## config.mk

```make
export PLATFORM = sky130hd
export DESIGN_NAME = pipe_advance_ctrl
export DESIGN_NICKNAME = d
export VERILOG_FILES = /design/src/rtl/pipe_advance_ctrl.sv
export SDC_FILE = /design/constraint.sdc
export NUM_CORES = 1
export LEC_CHECK = 0
export CAP_MARGIN = 20
export CORE_MARGIN = 2
export CORE_UTILIZATION = 48
export DETAILED_ROUTE_END_ITERATION = 12
export GPL_TIMING_DRIVEN = 0
export PLACE_DENSITY_LB_ADDON = 0.25
export SLEW_MARGIN = 20
export SYNTH_ARGS = -nofsm -noshare
export SYNTH_HDL_FRONTEND = slang
export SYNTH_SLANG_ARGS = --single-unit
```

## constraint.sdc

```tcl
create_clock -name clk -period 5.01 [get_ports clk]
set_input_delay 0.501 -clock clk [delete_from_list [all_inputs] [get_ports clk]]
set_output_delay 0.501 -clock clk [all_outputs]
set_load 0.01 [all_outputs]
```

## src/rtl/pipe_advance_ctrl.sv

```systemverilog
// pipe_advance_ctrl
//   Pipeline front-end control. Owns the fetch PC and the ID/EX/MEM/WB
//   instruction registers with their R/I-type flags, inserts a bubble into
//   EX while ID is stalled, squashes IF/ID on a taken branch, counts
//   stalled cycles (saturating) and raises a sticky watchdog error after
//   MAX_STALL consecutive stalled cycles.
// Ports
//   clk                       rising-edge clock
//   reset                     synchronous reset, active low
//   stall                     1 = advance, 0 = hold ID (from the stall unit)
//   imem_valid, imem_data     fetched instruction at pc
//   branch_taken/_target      redirect fetch, squash IF/ID
//   pc                        current fetch address
//   IRD/IREX/IRMEM/IRWB       per-stage instruction (0 = NOP)
//   is_r_type_*, is_i_type_*  per-stage decode flags
//   stall_cycles              saturating stalled-cycle count
//   wdog_err                  sticky watchdog error
// Every output comes straight from a flop, so the stall unit cannot
// close a combinational loop through this block.
module pipe_advance_ctrl #(
  parameter logic [31:0] RESET_PC  = 32'h0000_0000,
  parameter int          CNT_W     = 16,
  parameter int          MAX_STALL = 8
) (
  input  logic             clk,
  input  logic             reset,
  input  logic             stall,
  input  logic             imem_valid,
  input  logic [31:0]      imem_data,
  input  logic             branch_taken,
  input  logic [31:0]      branch_target,
  output logic [31:0]      pc,
  output logic [31:0]      IRD,
  output logic [31:0]      IREX,
  output logic [31:0]      IRMEM,
  output logic [31:0]      IRWB,
  output logic             is_r_type_ID,
  output logic             is_r_type_EXE,
  output logic             is_r_type_MEM,
  output logic             is_r_type_WB,
  output logic             is_i_type_ID,
  output logic             is_i_type_EXE,
  output logic             is_i_type_MEM,
  output logic             is_i_type_WB,
  output logic [CNT_W-1:0] stall_cycles,
  output logic             wdog_err
);

  localparam int CW = $clog2(MAX_STALL + 1);
  localparam logic [CW-1:0] CONSEC_MAX = CW'(MAX_STALL);

  // Stage index 0..3 = ID, EX, MEM, WB
  logic [31:0]      pc_q, pc_d;
  logic [31:0]      ir_q [0:3];
  logic [31:0]      ir_d [0:3];
  logic [3:0]       r_q, r_d;
  logic [3:0]       i_q, i_d;
  logic [CNT_W-1:0] sc_q, sc_d;
  logic [CW-1:0]    consec_q, consec_d;
  logic             wdog_q, wdog_d;

  logic [5:0] fetch_op;
  logic       fetch_r, fetch_i;

  // Decode happens only once, on entry to ID; flags then travel with the IR.
  assign fetch_op = imem_data[31:26];
  assign fetch_r  = (fetch_op == 6'h00) && (imem_data != 32'h0);
  assign fetch_i  = (fetch_op != 6'h00) && (fetch_op != 6'h02) && (fetch_op != 6'h03);

  always_comb begin
    pc_d     = pc_q;
    ir_d     = ir_q;
    r_d      = r_q;
    i_d      = i_q;
    sc_d     = sc_q;
    consec_d = consec_q;
    wdog_d   = wdog_q;

    // MEM and WB always move forward, whatever happens upstream.
    ir_d[3] = ir_q[2];
    ir_d[2] = ir_q[1];
    r_d[3]  = r_q[2];
    r_d[2]  = r_q[1];
    i_d[3]  = i_q[2];
    i_d[2]  = i_q[1];

    if (branch_taken) begin
      // Squash whatever sits in IF/ID; a redirect is not a stall.
      pc_d     = branch_target;
      ir_d[0]  = 32'h0;
      ir_d[1]  = 32'h0;
      r_d[1:0] = 2'b00;
      i_d[1:0] = 2'b00;
      consec_d = '0;
    end else if (!stall) begin
      // ID holds, EX receives a bubble.
      ir_d[1] = 32'h0;
      r_d[1]  = 1'b0;
      i_d[1]  = 1'b0;
      if (sc_q != {CNT_W{1'b1}}) sc_d = sc_q + 1'b1;
      if (consec_q != CONSEC_MAX) consec_d = consec_q + 1'b1;
      if (consec_d == CONSEC_MAX) wdog_d = 1'b1;
    end else begin
      ir_d[1] = ir_q[0];
      r_d[1]  = r_q[0];
      i_d[1]  = i_q[0];
      consec_d = '0;
      if (imem_valid) begin
        pc_d    = pc_q + 32'd4;
        ir_d[0] = imem_data;
        r_d[0]  = fetch_r;
        i_d[0]  = fetch_i;
      end else begin
        ir_d[0] = 32'h0;
        r_d[0]  = 1'b0;
        i_d[0]  = 1'b0;
      end
    end
  end

  always_ff @(posedge clk) begin
    if (!reset) begin
      pc_q     <= RESET_PC;
      ir_q[0]  <= 32'h0;
      ir_q[1]  <= 32'h0;
      ir_q[2]  <= 32'h0;
      ir_q[3]  <= 32'h0;
      r_q      <= '0;
      i_q      <= '0;
      sc_q     <= '0;
      consec_q <= '0;
      wdog_q   <= 1'b0;
    end else begin
      pc_q     <= pc_d;
      ir_q     <= ir_d;
      r_q      <= r_d;
      i_q      <= i_d;
      sc_q     <= sc_d;
      consec_q <= consec_d;
      wdog_q   <= wdog_d;
    end
  end

  assign pc            = pc_q;
  assign IRD           = ir_q[0];
  assign IREX          = ir_q[1];
  assign IRMEM         = ir_q[2];
  assign IRWB          = ir_q[3];
  assign is_r_type_ID  = r_q[0];
  assign is_r_type_EXE = r_q[1];
  assign is_r_type_MEM = r_q[2];
  assign is_r_type_WB  = r_q[3];
  assign is_i_type_ID  = i_q[0];
  assign is_i_type_EXE = i_q[1];
  assign is_i_type_MEM = i_q[2];
  assign is_i_type_WB  = i_q[3];
  assign stall_cycles  = sc_q;
  assign wdog_err      = wdog_q;

endmodule

```

==> Word level (Yosys, flattened, before mapping) <==
Index checks and enable logic that the tools add are counted.
Widths: inputs -> output; s select.
{ "totals": {"register_bits": 189, "output_inout_bits": 185, "elab_cells": 48, "input_bits": 69} }
{ "op_classes": {"addsub": 3, "bitwise": 3, "reduce_logical": 14, "n_mux": 9, "eq_ne": 5} }
{ "op_table": {"columns": ["cell", "count"], "rows": [
  ["$mux 32", 4],
  ["$add 32x3->32 const B", 1],
  ["$reduce_bool 32->1", 1],
  ["$add 16x1->16 const B", 1],
  ["$ne 16x16->1 const B", 1],
  ["$mux 4", 3],
  ["$ne 6x2->1 const B", 2],
  ["$logic_not 6->1", 1],
  ["$reduce_and 3->1", 2],
  ["$reduce_bool 6->1", 1],
  ["$reduce_or 3->1", 2],
  ["$add 4x1->4 const B", 1],
  ["$eq 4x4->1 const B", 1],
  ["$ne 4x4->1 const B", 1],
  ["$reduce_bool 2->1", 2],
  ["$logic_and 1x1->1", 3],
  ["$not 1->1", 3],
  ["$mux 1", 2],
  ["$reduce_and 2->1", 1],
  ["$reduce_or 2->1", 1]
]} }

==> Longest topological paths before layout <==
Gate-level depths: netlist of run 1.
{ "logic_depth": {"word_depth": 6, "mapped_depth": 6, "depth_no_buf": 6} }

==> Worst setup path before layout of run 1 <==
No wires, ideal clock.
{ "synth_timing": {"path_kind": "flip-flop to flip-flop", "start": "register pc_q[2], in the netlist pc[2]", "end": "register pc_q[24], in the netlist pc[24]", "synth_period_minus_slack_ns": 2.002, "n_path_buf": 1, "setup_ns": 0.122, "setup_slack_ns": 3.008, "required_ns": 4.888, "stages_incl_launch_ff": 7, "arrival_ns": 1.881, "path_cell_list": "dfxtp_1 -> ha_1 -> nand2_1 -> or4_1 -> buf_2 -> o311a_1 -> a221o_1"} }
{ "synth_via": {"elab_chain_cells": 4} }
{ "synth_rtl": {"columns": ["element", "line", "rtl"], "rows": [
  ["start, declared", "53", "logic [31:0] pc_q, pc_d;"],
  ["start signal, assigned", "134", "pc_q <= pc_d;"],
  ["$add 32x3->32", "109", "pc_d = pc_q + 32'd4;"],
  ["$mux 32", "108", "if (imem_valid) begin"],
  ["$mux 32", "95", "end else if (!stall) begin"],
  ["$mux 32", "87", "if (branch_taken) begin"]
]} }
Every way passes these cells. The select of a mux whose other input is x is not followed.
A chain may end at the register's enable or synchronous reset.

==> Worst setup path in the final report of run 1 <==
{ "layout_timing": {"start": "input port branch_taken", "end": "register sc_q[9], in the netlist stall_cycles[9]"} }
{ "layout_via": {"elab_chain_cells": 2} }
{ "layout_rtl": {"columns": ["element", "line", "rtl"], "rows": [
  ["start, declared", "30", "input logic branch_taken,"],
  ["$not 1->1 (no source line)", null, null],
  ["$reduce_and 3->1 (no source line)", null, null],
  ["end signal, assigned", "130", "sc_q <= '0;"],
  ["end signal, assigned", "138", "sc_q <= sc_d;"],
  ["end, declared", "58", "logic [CNT_W-1:0] sc_q, sc_d;"]
]} }
Every way passes these cells.

==> out/qor.log, run 1 <==
qor: run_status.result_of_the_run finished clean
qor: critical_path.worst-endpoint-arrival 2.80 ns
qor: job.max-cap-violations 0
qor: grt.initial_antenna_violation_count 0
qor: hold_path.hold_class flip-flop to flip-flop
qor: grt.pin_count_of_the_biggest_net_entering_global_routing 20
qor: cells_and_area.diodes 0
qor: hold_path.timing.hold.worst_path_depth 1
qor: clock_network.root_buffer_cell sky130_fd_sc_hd__clkbuf_16
qor: sta.timing.hold.ws 0.4594 ns
qor: sta.fin_crit_sh 0.4868
qor: critical_path.timing.reg2reg.setup_slack 2.91 ns
qor: sta.layout_min_cycle_time 2.439 ns
qor: synth.synth-edff-count 0
qor: cells_and_area.fraction_of_final_layout_cells_sized_beyond_drive_strength_1 0.04634
qor: clock_network.hold_buffers 0
qor: sta.setup_viol 0
qor: critical_path.rr_worst_depth 6
qor: synth.yosysTopAreaCellShare 0.5487
qor: floorplan.die_boundary_height 123.9 um
qor: floorplan.die_area 0.01534 mm^2
qor: sta.slew_violations 0
qor: place.io_buffer_count 253
qor: critical_path.crit_slowest_cell sky130_fd_sc_hd__a2111oi_0
qor: route.detail_route.drc_violations 0
qor: synth.yosysTopAreaCell sky130_fd_sc_hd__dfxtp_1
qor: synth.synth_sequential_area_ratio 0.5487
qor: sta.tightest_slew 0.9341 ns
qor: route.num_vias 6149
qor: synth.average_footprint_of_a_synthesized_cell 10.05 um^2
qor: critical_path.end_kind flip-flop
qor: clock_network.clockBufferDepth 2
qor: synth.synth_area_leaders sky130_fd_sc_hd__dfxtp_1, sky130_fd_sc_hd__and2_1, sky130_fd_sc_hd__a22o_1
qor: floorplan.initial_cell_density_of_the_core 0.4948
qor: floorplan.number_of_top_level_pins 254
qor: route.routedWlPerCell 17.48 um
qor: critical_path.setup.worst_path.start_class input port
qor: route.number_of_iterations_in_the_first_detailed_routing_pass 5
qor: cells_and_area.final_cells 1151
qor: power_and_ir_drop.peakVddDrop 0.2346 mV
qor: grt.grt_remaining_overflow 0
qor: cells_and_area.regArea 0.003784 mm^2
qor: synth.synth_cells 686
qor: clock_network.tritoncts_num_sinks 189
qor: grt.grt_pass1_vias 5737
qor: clock_network.post_cts_buffers 0
qor: critical_path.critPathCapture stall_cycles[9]$_SDFFE_PN0P_
qor: route.avgViaCountPerCell 5.342
qor: critical_path.cp_max_fo 10
qor: sta.hold_violations 0
qor: floorplan.overall_die_width 123.9 um
qor: sta.max_freq 410.0 MHz
qor: critical_path.rr_startpoint pc[3]$_SDFFE_PN0N_
qor: place.dp_worst_setup_slack 2.127 ns
qor: sta.max-slew-margin-rel 0.3693
qor: sta.timing.final.ws_setup 2.571 ns
qor: grt.first_pass_grt_wire_length 30400 um
qor: clock_network.cts_tree built
qor: critical_path.worstReg2RegEnd pc[24]$_SDFFE_PN0N_
qor: floorplan.core_region_area 0.01393 mm^2
qor: cells_and_area.multi_input_area 0.002882 mm^2
qor: synth.ys_ff_latch 189
qor: clock_network.insertion_delay 0.43 ns
qor: cells_and_area.layout.filler_cells 1001
qor: route.drt_first_iter_violations 330
qor: cells_and_area.layout-area-overhead-vs-synth 48.34%
qor: clock_network.clk_transition_reported_paths 0.08 ns
qor: place.routabilityCongestion 0.8536
qor: synth.synth-main-ff-cell sky130_fd_sc_hd__dfxtp_1
qor: critical_path.delay_of_the_slowest_cell_on_the_worst_path 0.59 ns
qor: clock_network.post_cts_resize_count 0
qor: grt.groute.usage.overall 0.2621
qor: synth.async_flop_share 0
qor: sta.timing.setup.tns 0 ns
qor: synth.cell_variety_after_synth 54
qor: synth.synth-warning-count 0
qor: critical_path.critical_path.startpoint branch_taken
qor: floorplan.core.rowCount 43
qor: clock_network.maximum_level_of_the_cts_h_tree 4
qor: critical_path.timing_worst_setup_path_type input port to flip-flop
qor: place.detailed_place_hpwl 15070 um
qor: clock_network.tritoncts.num_buffers 17
qor: synth.netlist_area 0.006895 mm^2
qor: route.total_detailed_routing_wirelength 20120 um
qor: cells_and_area.finalNetCount 1031
qor: synth.synth_nets 759
qor: place.number_of_placed_instances_with_taps_included 1119
qor: sta.worst_clock_skew 0.009969 ns
qor: cells_and_area.final_util 0.7340
qor: power_and_ir_drop.reported_leakage_power 3.754 nW
qor: route.ant_nets 0
qor: critical_path.timing.critical_path.required 5.37 ns
qor: sta.rsz0062_at_grt false
qor: critical_path.critical_path.cell_chain clkdlybuf4s50_1 -> clkbuf_1 -> nor2_1 -> nand3_1 -> a2111oi_0 -> mux2i_1
qor: power_and_ir_drop.p_per_area 303.0 mW/mm^2
## sequential cells by signal, summed over array words and instances, names as in the netlist
signal,flops
IREX,32
r_q,4
IRD,32
IRWB,32
consec_q,4
i_q,4
pc,32
wdog_err,1
stall_cycles,16
IRMEM,32
## worst max-delay path, delay by kind of cell
family | cells | cell delay [ns]
buffers and inverters | 2 | 0.74
and+or+nand+nor | 2 | 0.72
AOI/OAI and AO/OA | 1 | 0.59
muxes | 1 | 0.24
## power breakdown
part	switching, mW	internal (mW)	total (mW)
Combinational	0.107	0.129	0.236
Sequential	0.0323	1.53	1.56
Clock	0.639	0.665	1.30
## synthesized netlist by cell type, types with 2 or more instances
cell and n:
sky130_fd_sc_hd__clkbuf_1 33, sky130_fd_sc_hd__nor3_1 8, sky130_fd_sc_hd__o211ai_1 5, sky130_fd_sc_hd__a211oi_1 8, sky130_fd_sc_hd__nand3_1 14, sky130_fd_sc_hd__nand2_1 45, sky130_fd_sc_hd__nor4_1 10, sky130_fd_sc_hd__xnor2_1 11
sky130_fd_sc_hd__nor4b_1 3, sky130_fd_sc_hd__xor2_1 3, sky130_fd_sc_hd__nand2b_1 10, sky130_fd_sc_hd__a31oi_1 6, sky130_fd_sc_hd__o41ai_1 3, sky130_fd_sc_hd__or4_1 15, sky130_fd_sc_hd__a221o_1 3, sky130_fd_sc_hd__inv_1 11
sky130_fd_sc_hd__a22o_1 31, sky130_fd_sc_hd__clkbuf_8 2, sky130_fd_sc_hd__buf_6 2, sky130_fd_sc_hd__a311oi_1 5, sky130_fd_sc_hd__or3_1 7, sky130_fd_sc_hd__o311ai_0 2, sky130_fd_sc_hd__and3_1 12, sky130_fd_sc_hd__nand4_2 2
sky130_fd_sc_hd__and4_1 7, sky130_fd_sc_hd__nor2b_1 3, sky130_fd_sc_hd__o21ai_0 27, sky130_fd_sc_hd__nor2_1 26, sky130_fd_sc_hd__mux2i_1 13, sky130_fd_sc_hd__ha_1 4, sky130_fd_sc_hd__nand4_1 11, sky130_fd_sc_hd__buf_2 2
sky130_fd_sc_hd__and2_1 106, sky130_fd_sc_hd__dfxtp_1 189, sky130_fd_sc_hd__o31ai_1 6, sky130_fd_sc_hd__a21oi_1 23
## stage by stage
step	power (mW)	area (um^2)
3_3_place_gp	1.827	9653
6_report	3.099	10230
4_1_cts	3.112	10230
5_1_grt	3.209	10230
3_5_place_dp	1.828	9653
2_1_floorplan	1.681	6895
## worst min path at each step
stage	from	to	slack [ns]
detailed placement	IRMEM[18]$_SDFF_PN0_	IRWB[18]$_SDFF_PN0_	0.44
CTS	IRMEM[18]$_SDFF_PN0_	IRWB[18]$_SDFF_PN0_	0.46
floorplan	wdog_err$_SDFFE_PN0P_	wdog_err$_SDFFE_PN0P_	0.48
global route	IREX[20]$_SDFF_PP0_	IRMEM[20]$_SDFF_PN0_	0.48
global placement	IRMEM[12]$_SDFF_PN0_	IRWB[12]$_SDFF_PN0_	0.44
finish	IRMEM[18]$_SDFF_PN0_	IRWB[18]$_SDFF_PN0_	0.46
## cell usage in the layout, fill, tap and decap left out, drive strengths merged, types with 7 or more instances in the layout
cell type | synthesis | routed
clkdlybuf4s50 | 0 | 253
dfxtp | 189 | 189
and2 | 106 | 106
clkbuf | 36 | 54
nand2 | 45 | 45
a22o | 31 | 31
o21ai | 27 | 27
nor2 | 26 | 26
a21oi | 23 | 23
inv | 11 | 18
or4 | 16 | 16
nand3 | 14 | 14
mux2i | 13 | 13
and3 | 13 | 13
nand4 | 13 | 13
xnor2 | 11 | 11
nor4 | 11 | 11
nand2b | 10 | 10
a211oi | 8 | 8
nor3 | 8 | 8
and4 | 7 | 7
or3 | 7 | 7
## metal layers
layer / global-route usage / part of all wire / up-vias
met1: 0.3152 / 0.39 / 2816
met2: 0.4461 / 0.49 / 294
li1: - / - / 3008
met4: 0.1016 / 0.024 / 0
met3: 0.07051 / 0.092 / 31
met5: 0 / 0 / -
## cell type report
type                            instances  area share
Inverter                               11    0.004037
Multi-Input combinational cell        446      0.2817
Timing Repair Buffer                  253      0.2476
Sequential cell                       189      0.3699
Buffer                                 40     0.01847
Clock inverter                         14     0.01431
Clock buffer                           18     0.04196
Tap cell                              180     0.02202
## kinds of logic (layout without fill, tap and decap cells)
group | count (synthesis) | in the layout | synth area share
buffers and inverters | 51 | 336 | 0.03339
multiplexers | 14 | 14 | 0.02050
AND/OR/NAND/NOR | 288 | 288 | 0.2446
XOR/XNOR | 14 | 14 | 0.01778
adder cells (fa/ha/maj) | 4 | 4 | 0.007259
AO/OA/AOI/OAI | 126 | 126 | 0.1277
flip-flops | 189 | 189 | 0.5487
Note: power is estimated with default switching activity, not from simulation.
==> run 2: changes to the inputs <==
Settings changed: CORE_UTILIZATION 48 to 44.
Clock period 5.01 ns to 2.3 ns, I/O delays scaled along.
==> run 2 against run 1 <==
Compared with the run above:
- global-route usage down 2.4 points
- clock power up 130%
- die area increased by 8.8%
- critical path depth is the same
- via count down 0.63%
- wire length increased by 0.59%
- hold slack lost 0.083 ns
- cell count is 2.7% higher
- count of clock-buffer cells in the layout shrank 1
- design area is 0.68% higher
- critical endpoint is now pc[26]$_SDFFE_PN0N_
- largest cell class unchanged
==> out/qor.log, run 2 (synthesized netlist as in run 1, its figures left out) <==
qor: run_status.result_of_the_run finished clean
qor: critical_path.cpLargestDelayFamily simple AND/OR/NAND/NOR gates
qor: cells_and_area.fraction_of_final_layout_cells_sized_beyond_drive_strength_1 0.04840 [+0.002060]
qor: power_and_ir_drop.p_per_area 668.0 mW/mm^2 [+120%]
qor: sta.tightest_slew 0.9335 ns [-0.0006639 ns]
qor: grt.grt_pass1_vias 5674 [-1.1%]
qor: cells_and_area.finalInstanceArea 0.01030 mm^2 [+0.68%]
qor: critical_path.cp_max_fo 8 [-2]
qor: grt.initial_antenna_violation_count 0 [unchanged]
qor: floorplan.core.rowCount 45 [+4.7%]
qor: route.detail_route.drc_violations 0 [unchanged]
qor: critical_path.delay_of_the_slowest_cell_on_the_worst_path 0.66 ns [+0.07 ns]
qor: job.max-cap-violations 0 [unchanged]
qor: route.avgViaCountPerCell 5.169 [-3.2%]
qor: critical_path.setup.worst_path.start_class input port
qor: clock_network.insertion_delay 0.43 ns [about the same]
qor: power_and_ir_drop.internal_power 5.163 mW [+120%]
qor: clock_network.tritoncts.num_buffers 17 [unchanged]
qor: floorplan.core_region_area 0.01526 mm^2 [+9.5%]
qor: sta.layout_min_cycle_time 2.169 ns
qor: critical_path.critPathCapture pc[26]$_SDFFE_PN0N_
qor: clock_network.cts_tree built
qor: power_and_ir_drop.peakVddDrop 0.5018 mV [+110%]
qor: route.drt_first_iter_violations 342 [+3.6%]
qor: floorplan.number_of_top_level_pins 254 [unchanged]
qor: route.total_detailed_routing_wirelength 20240 um [+0.59%]
qor: clock_network.clk_transition_reported_paths 0.08 ns [about the same]
qor: grt.grt_remaining_overflow 0 [unchanged]
qor: cells_and_area.layout-area-overhead-vs-synth 49.36%
qor: clock_network.root_buffer_cell sky130_fd_sc_hd__clkbuf_16
qor: sta.max-slew-margin-rel 0.3698 [+0.0004490]
qor: hold_path.hold_class input port to flip-flop
qor: critical_path.crit_buf_inv 2 [unchanged]
qor: clock_network.tritoncts_num_sinks 189 [unchanged]
qor: sta.worst_clock_skew 0.008961 ns [-0.001007 ns]
qor: floorplan.overall_die_width 129.2 um [+4.3%]
qor: clock_network.maximum_level_of_the_cts_h_tree 4 [unchanged]
qor: power_and_ir_drop.p_sw_frac 0.2495 [-0.001464]
qor: sta.fin_crit_sh 0.9430
qor: critical_path.rr_worst_depth 6 [unchanged]
qor: floorplan.initial_cell_density_of_the_core 0.4519 [-0.04293]
qor: critical_path.worstReg2RegEnd pc[24]$_SDFFE_PN0N_
qor: floorplan.die_area 0.01669 mm^2 [+8.8%]
qor: cells_and_area.layout.cells.most_common_list sky130_fd_sc_hd__clkdlybuf4s50_1, sky130_fd_sc_hd__dfxtp_1, sky130_fd_sc_hd__and2_1
qor: route.ant_nets 0 [unchanged]
qor: place.placed_area 0.009692 mm^2 [+0.40%]
qor: sta.rsz0062_at_grt false
qor: grt.pin_count_of_the_biggest_net_entering_global_routing 20 [unchanged]
qor: place.routabilityCongestion 0.9023 [+5.7%]
qor: critical_path.timing.reg2reg.setup_slack 0.17 ns [-2.74 ns]
qor: power_and_ir_drop.power.share.combinational 0.076 [about the same]
qor: critical_path.rr_startpoint pc[2]$_SDFFE_PN0N_
qor: route.number_of_iterations_in_the_first_detailed_routing_pass 5 [unchanged]
qor: sta.timing.hold.ws 0.3762 ns [-0.08316 ns]
qor: clock_network.hold_buffers 0 [unchanged]
qor: sta.slew_violations 0 [unchanged]
qor: cells_and_area.layout.cells.most_common sky130_fd_sc_hd__clkdlybuf4s50_1
qor: place.detailed_place_hpwl 15140 um [+0.46%]
qor: cells_and_area.finalNetCount 1031 [unchanged]
qor: critical_path.end_kind flip-flop
qor: critical_path.instance_count_on_the_critical_path 6 [unchanged]
qor: route.num_vias 6110 [-0.63%]
qor: clock_network.post_cts_buffers 0 [unchanged]
qor: critical_path.critical_path.startpoint reset
qor: grt.groute.usage.overall 0.2382 [-0.02382]
qor: sta.setup_viol 0 [unchanged]
qor: critical_path.critical_path.cell_chain clkdlybuf4s50_1 -> and3b_1 -> clkbuf_1 -> nand2_1 -> or4_1 -> o211ai_1
qor: critical_path.crit_slowest_cell sky130_fd_sc_hd__clkdlybuf4s50_1
qor: power_and_ir_drop.clock_power_share 0.430 [+0.009]
qor: power_and_ir_drop.reported_leakage_power 3.765 nW [+0.28%]
qor: critical_path.timing.critical_path.required 2.65 ns [-2.72 ns]
qor: grt.first_pass_grt_wire_length 30640 um [+0.77%]
qor: critical_path.worst-endpoint-arrival 2.52 ns [-0.28 ns]
qor: place.io_buffer_count 253 [unchanged]
qor: critical_path.timing_worst_setup_path_type input port to flip-flop
qor: route.routedWlPerCell 17.12 um [-2.0%]
qor: floorplan.die_boundary_height 129.2 um [+4.3%]
qor: cells_and_area.diodes 0 [unchanged]
qor: sta.hold_violations 0 [unchanged]
qor: power_and_ir_drop.power.share.sequential 0.494 [-0.009]
qor: power_and_ir_drop.p_switching 1.717 mW [+120%]
qor: clock_network.clockBufferDepth 2 [unchanged]
qor: sta.max_freq 461.1 MHz
## run 2: cell types whose count changed in the layout (fill, tap and decap cells not counted), sizes merged
cell,change
clkbuf,-1
clkinv,+1
inv,-2
clkinvlp,+1
bufinv,+1
## run 2: worst min path at each step
stage                     slack (ns)                    end  cells past startpoint             startpoint
final                           0.38     pc[6]$_SDFFE_PN0N_                      3       branch_target[6]
after floorplan                 0.36    IRD[0]$_SDFFE_PP0P_                      1           imem_data[0]
after global placement          0.44  wdog_err$_SDFFE_PN0P_                      2  wdog_err$_SDFFE_PN0P_
after CTS                       0.36     pc[6]$_SDFFE_PN0N_                      3       branch_target[6]
after detailed placement        0.44  wdog_err$_SDFFE_PN0P_                      2  wdog_err$_SDFFE_PN0P_
after global routing            0.37     pc[6]$_SDFFE_PN0N_                      3       branch_target[6]
## run 2: worst min-delay path, delay by kind of cell
family	cells	cell delay, ns
compound gates	1	0.05
buf+inv	1	0.39
simple gates	1	0.09
## run 2: power groups by stage
| stage | registers [mW] | logic [mW] | clock network [mW] |
|---|---|---|---|
| 2_1_floorplan | 3.48 | 0.178 | 0 |
| 3_3_place_gp | 3.47 | 0.512 | 0 |
| 3_5_place_dp | 3.47 | 0.516 | 0 |
| 4_1_cts | 3.40 | 0.521 | 2.99 |
| 5_1_grt | 3.41 | 0.561 | 3.14 |
| 6_report | 3.40 | 0.521 | 2.96 |
## run 2: cell type report
class	count	area, um^2
Tap cell	211	264.0
Clock buffer	17	425.4
Sequential cell	189	3784
Buffer	40	188.9
Fill cell	1199	4960
Clock inverter	15	178.9
Multi-Input combinational cell	446	2884
Timing Repair Buffer	253	2532
Inverter	11	41.29
## run 2: routing by layer
layer  vias to the layer above  part of all wire  global-route usage
li1                       2986                 -                   -
met3                        24             0.079             0.05822
met5                         -                 0                   0
met1                      2824              0.42              0.2976
met4                         0             0.017             0.08248
met2                       276              0.49              0.4031
## run 2: through the flow
stage / cells / setup TNS (ns) / total power, mW / setup WS (ns) / util
2_1_floorplan: 686 / 0 / 3.662 / 0.2976 / -
3_3_place_gp: 1150 / -5.170 / 3.983 / -0.2973 / 0.6352
3_5_place_dp: 1150 / -2.378 / 3.989 / -0.3032 / 0.6352
4_1_cts: 1182 / 0 / 6.904 / 0.1352 / 0.6748
5_1_grt: 1182 / 0 / 7.107 / 0.005782 / 0.6749
6_report: 1182 / 0 / 6.880 / 0.1312 / 0.6749
## run 2: timing repair
| item | 4_1_cts | 5_1_grt |
|---|---|---|
| endpoints found under the setup margin | 0 | 1 |
| hold endpoints to repair | 0 | 0 |
| resized for setup | 0 | 1 |
==> run 3: changes to the inputs <==
Settings changed: TNS_END_PERCENT set to 10.
==> results of run 3 <==
Same layout as run 2: the final DEF is identical, and so are final timing and power.
